**config.mk**
```make
export PLATFORM = sky130hd
export DESIGN_NAME = td4_exec_ctrl
export DESIGN_NICKNAME = d
export VERILOG_FILES = /design/src/rtl/td4_exec_ctrl.sv
export SDC_FILE = /design/constraint.sdc
export NUM_CORES = 1
export LEC_CHECK = 0
export CELL_PAD_IN_SITES_DETAIL_PLACEMENT = 1
export CELL_PAD_IN_SITES_GLOBAL_PLACEMENT = 1
export CORE_MARGIN = 4
export CORE_UTILIZATION = 28
export CTS_CLUSTER_DIAMETER = 100
export DETAILED_ROUTE_END_ITERATION = 8
export HOLD_SLACK_MARGIN = 0.05
export PLACE_DENSITY_LB_ADDON = 0.08
export SLEW_MARGIN = 10
export SYNTH_ARGS = -nofsm -noshare
export SYNTH_HDL_FRONTEND = slang
export SYNTH_SLANG_ARGS = --single-unit
```
**constraint.sdc**
```tcl
create_clock -name clk -period 1.5 [get_ports clk]
set_input_delay 0.3 -clock clk [delete_from_list [all_inputs] [get_ports clk]]
set_output_delay 0.3 -clock clk [all_outputs]
set_load 0.05 [all_outputs]
```
**src/rtl/td4_exec_ctrl.sv**
```systemverilog
// rtl/td4_exec_ctrl.sv - TD4 decode, ALU operand select and single-cycle writeback of A/B/OUT/PC/carry.
// Optional halt-on-self-jump detection is enabled by defining HALT_DETECT_EN.
module td4_exec_ctrl #(
  parameter int N = 4
) (
  input  logic           clk,
  input  logic           rst,
  input  logic           en,
  input  logic [N+3:0]   instr,
  input  logic [N-1:0]   in_port,
  output logic [N-1:0]   alu_a,
  output logic [N-1:0]   alu_b,
  input  logic [N-1:0]   alu_y,
  input  logic           alu_c,
  output logic [N-1:0]   pc,
  output logic [N-1:0]   reg_a,
  output logic [N-1:0]   reg_b,
  output logic [N-1:0]   out_port,
  output logic           carry,
  output logic           halted
);

  typedef enum logic [2:0] {
    DST_NONE,
    DST_A,
    DST_B,
    DST_OUT,
    DST_PC
  } dst_t;

  logic [3:0] opcode;
  dst_t       dst;
  logic       step;

  assign opcode = instr[N+3:N];
  assign alu_b  = instr[N-1:0];

  always_comb begin
    alu_a = '0;
    dst   = DST_NONE;
    case (opcode)
      4'b0000: begin alu_a = reg_a;   dst = DST_A;   end
      4'b0011: begin                  dst = DST_A;   end
      4'b0001: begin alu_a = reg_b;   dst = DST_A;   end
      4'b0010: begin alu_a = in_port; dst = DST_A;   end
      4'b0101: begin alu_a = reg_b;   dst = DST_B;   end
      4'b0111: begin                  dst = DST_B;   end
      4'b0100: begin alu_a = reg_a;   dst = DST_B;   end
      4'b0110: begin alu_a = in_port; dst = DST_B;   end
      4'b1001: begin alu_a = reg_b;   dst = DST_OUT; end
      4'b1011: begin                  dst = DST_OUT; end
      4'b1111: begin                  dst = DST_PC;  end
      // JNC looks at the flag left by the previous instruction
      4'b1110: begin                  dst = carry ? DST_NONE : DST_PC; end
      default: begin end
    endcase
  end

  // A halted core ignores en entirely; only rst brings it back
  assign step = en && !halted;

  always_ff @(posedge clk) begin
    if (rst) begin
      pc       <= '0;
      reg_a    <= '0;
      reg_b    <= '0;
      out_port <= '0;
      carry    <= 1'b0;
    end else if (step) begin
      carry <= alu_c;
      pc    <= (dst == DST_PC) ? alu_y : pc + N'(1);
      case (dst)
        DST_A:   reg_a    <= alu_y;
        DST_B:   reg_b    <= alu_y;
        DST_OUT: out_port <= alu_y;
        default: begin end
      endcase
    end
  end

`ifdef HALT_DETECT_EN
  always_ff @(posedge clk) begin
    if (rst) begin
      halted <= 1'b0;
    end else if (step && (dst == DST_PC) && (alu_y == pc)) begin
      halted <= 1'b1;
    end
  end
`else
  assign halted = 1'b0;
`endif

endmodule

```
==> out/metrics.cfg <==
[setup_path]
end_kind=output pin
path_cells=clkdlybuf4s50_1 -> mux2i_2 -> o2bb2ai_4 -> buf_12
rr_worst_depth=3
slowest_stage=clkdlybuf4s50_1
crit_buf_inv=2
timing.rr.start=pc[1]
slowest_delay_ns=0.42
regToRegEndpoint=pc[3]
path_depth=4
rrSetupSlack_ns=0.26
critical_path.top_delay_family=buffers and inverters
crit_path_start_kind=input port
cp_data_arrival_time_ns=1.17
required_ns=1.20
path_class=input port to output pin
crit_fanout=1

[power]
p_sw_frac=0.3314
power.switching_uw=378.4
seqPwrFrac=0.440
p_int_uw=763.5
finalPower_mw=1.142
power_density_nw_per_um2=659.0
power.share.clock=0.223
vdd_drop_max_uv=622.2
p_leak_nw=0.7271
pwr-share-comb=0.337

[die]
die_h_microns=64.61
design.die.area_sq_um=4174
die_x_microns=64.61
initial_core_util=0.2939
pin_count=46
core_area_sq_um=3053
rows=20

[placement]
numPortBuffers=36
dp_hpwl_mm=2.316
gp_congestion=0.7482
dp_slack_ns=-0.4363

[yosys]
synth_cell_types=31
syn-cell-area_sq_um=897.1
ys_seq_elements=17
synth_cells=95
syn_nets=116
avgSynthCellArea_sq_um=9.443
synth_warnings=0
ys_seq_area_frac=0.3794

[hold_path]
hp-start=instr[4]
hold_path_class=input port to register
holdPathStages=4
worstHoldEndpoint=pc[2]

[cts]
clock_path_buffers=2
cts_num_sinks=17
cts_buffers=3
clk_latency_ns=0.30
cts_root_buf=clkbuf_4
ctsHoldBuffers=0
clkTransAtPathRegs_ns=0.10
htreeDepth=1
cts_tree=yes

[run]
maxCapViolCount=0

[sta]
finalMaxSlewViolations=0
max_freq_mhz=679.8
finalCritPeriodShare=0.9807
final-hold-violation-count=0
rsz0062_at_grt=yes
tns_ns=0
fin_skew_ns=0.006624
setup_viol=0
layout_min_cycle_time_ns=1.471
final.setup.worst_slack_ns=0.02899

[layout]
antenna-diode-count=0
drive_gt1_frac=0.4577
final_common_cell=buf_12
layout_common_cells=buf_12, buf_4, nor2_1, mux2i_1, dfxtp_1
area_growth_pct=93.17
nets=164

[global_routing]
grt_usage=0.1515
grt_pass1_wl_mm=4.940
antenna_found_initial=0
grt-ovfl-total=0
grt_pass1_vias=1001
grt_max_degree=18

[routing]
vias=894
drc_errors=0
antenna_left=0
wl_mm=3.025
drt_iter0_drc=11
wl_per_cell_microns=16.26
via_per_inst=4.806
firstDrtPassIters=2

[run_status]
outcome=completed

==> sequential cells by signal (all words and copies together) (netlist names) <==
register  count
carry         1
out_port      4
pc            4
reg_a         4
reg_b         4
==> logic make-up (layout without fill, tap and decap cells) <==
logic type	Yosys count	in the layout	share of synthesized area
AO/OA/AOI/OAI	14	14	0.1339
adder cells (fa/ha/maj)	1	1	0.01394
buffers and inverters	13	60	0.09344
flip-flops	17	17	0.3794
multiplexers	17	17	0.1897
other	1	1	0.004180
AND/OR/NAND/NOR	32	32	0.1855
==> stage by stage <==
| step | utilization | std cells | hold slack, ns | area [sq um] |
|---|---|---|---|---|
| 2_1_floorplan | - | 95 | 0.4439 | 927.1 |
| 3_3_place_gp | 0.5254 | 181 | 0.5462 | 1604 |
| 3_5_place_dp | 0.5254 | 181 | 0.5655 | 1604 |
| 4_1_cts | 0.5611 | 187 | 0.5251 | 1713 |
| 5_1_grt | 0.5676 | 186 | 0.5467 | 1733 |
| 6_report | 0.5676 | 186 | 0.5222 | 1733 |
==> what timing repair did <==
item,in CTS,in global routing
pin swaps,2,2
setup buffers,2,0
setup endpoints to repair,5,4
gates resized for setup,30,12
endpoints found under the hold margin,0,0
==> worst max path at each step <==
stage / start / slack, ns / to
after floorplan: instr[7] / -0.09 / alu_a[0]
after global placement: instr[4] / -0.39 / alu_a[2]
after detailed placement: instr[4] / -0.44 / alu_a[3]
after CTS: in_port[1] / 0.0004 / alu_a[1]
after global routing: instr[7] / -0.007 / alu_a[1]
final: in_port[3] / 0.03 / alu_a[3]
==> metal layers <==
metal	GRT usage	vias to the layer above	share of wire
met5	0	-	0
met3	0.04679	0	0.061
li1	-	430	-
met4	0.02902	0	0
met1	0.1741	436	0.42
met2	0.2758	28	0.52
==> layout make-up <==
| class | instances | area (sq um) |
|---|---|---|
| Fill cell | 334 | 1320 |
| Timing Repair Buffer | 54 | 701.9 |
| Multi-Input combinational cell | 65 | 595.6 |
| Sequential cell | 17 | 345.3 |
| Tap cell | 44 | 55.05 |
| Clock buffer | 3 | 22.52 |
| Inverter | 2 | 7.507 |
| Clock inverter | 1 | 5.005 |
==> power by group through the flow <==
stage               logic [mW]  clock network, mW  registers, mW
detailed placement       0.361                  0          0.509
global route             0.405              0.279          0.505
global placement         0.355                  0          0.508
finish                   0.385              0.255          0.502
floorplan                0.140                  0          0.560
CTS                      0.383              0.258          0.501
==> synthesized netlist by cell type, drive strengths merged <==
| master | number | share of area |
|---|---|---|
| o2bb2ai | 4 | 0.039 |
| a211o | 1 | 0.011 |
| nand2 | 3 | 0.013 |
| o211ai | 1 | 0.0084 |
| and3b | 1 | 0.0098 |
| nor3b | 1 | 0.014 |
| inv | 2 | 0.0084 |
| nand4 | 3 | 0.021 |
| clkbuf | 3 | 0.013 |
| conb | 1 | 0.0042 |
| buf | 8 | 0.073 |
| nand4b | 1 | 0.0098 |
| dfxtp | 17 | 0.38 |
| a311oi | 1 | 0.0098 |
| and3 | 1 | 0.0070 |
| o21ai | 1 | 0.0056 |
| a41oi | 1 | 0.018 |
| a211oi | 1 | 0.0084 |
| nand2b | 1 | 0.0070 |
| nand3b | 1 | 0.0084 |
| nor2 | 14 | 0.059 |
| nor2b | 2 | 0.014 |
| o22ai | 1 | 0.0070 |
| ha | 1 | 0.014 |
| mux2i | 17 | 0.19 |
| a2111o | 1 | 0.013 |
| or2 | 1 | 0.0070 |
| a31oi | 2 | 0.014 |
| nand3 | 3 | 0.017 |
==> worst reg2reg max path, delay by kind of cell (launching register included) <==
kind	cells	cell delay, ns
compound gates	2	0.57
flops	1	0.46
simple gates	1	0.15
No activity file was read; power rests on OpenSTA's default activity.
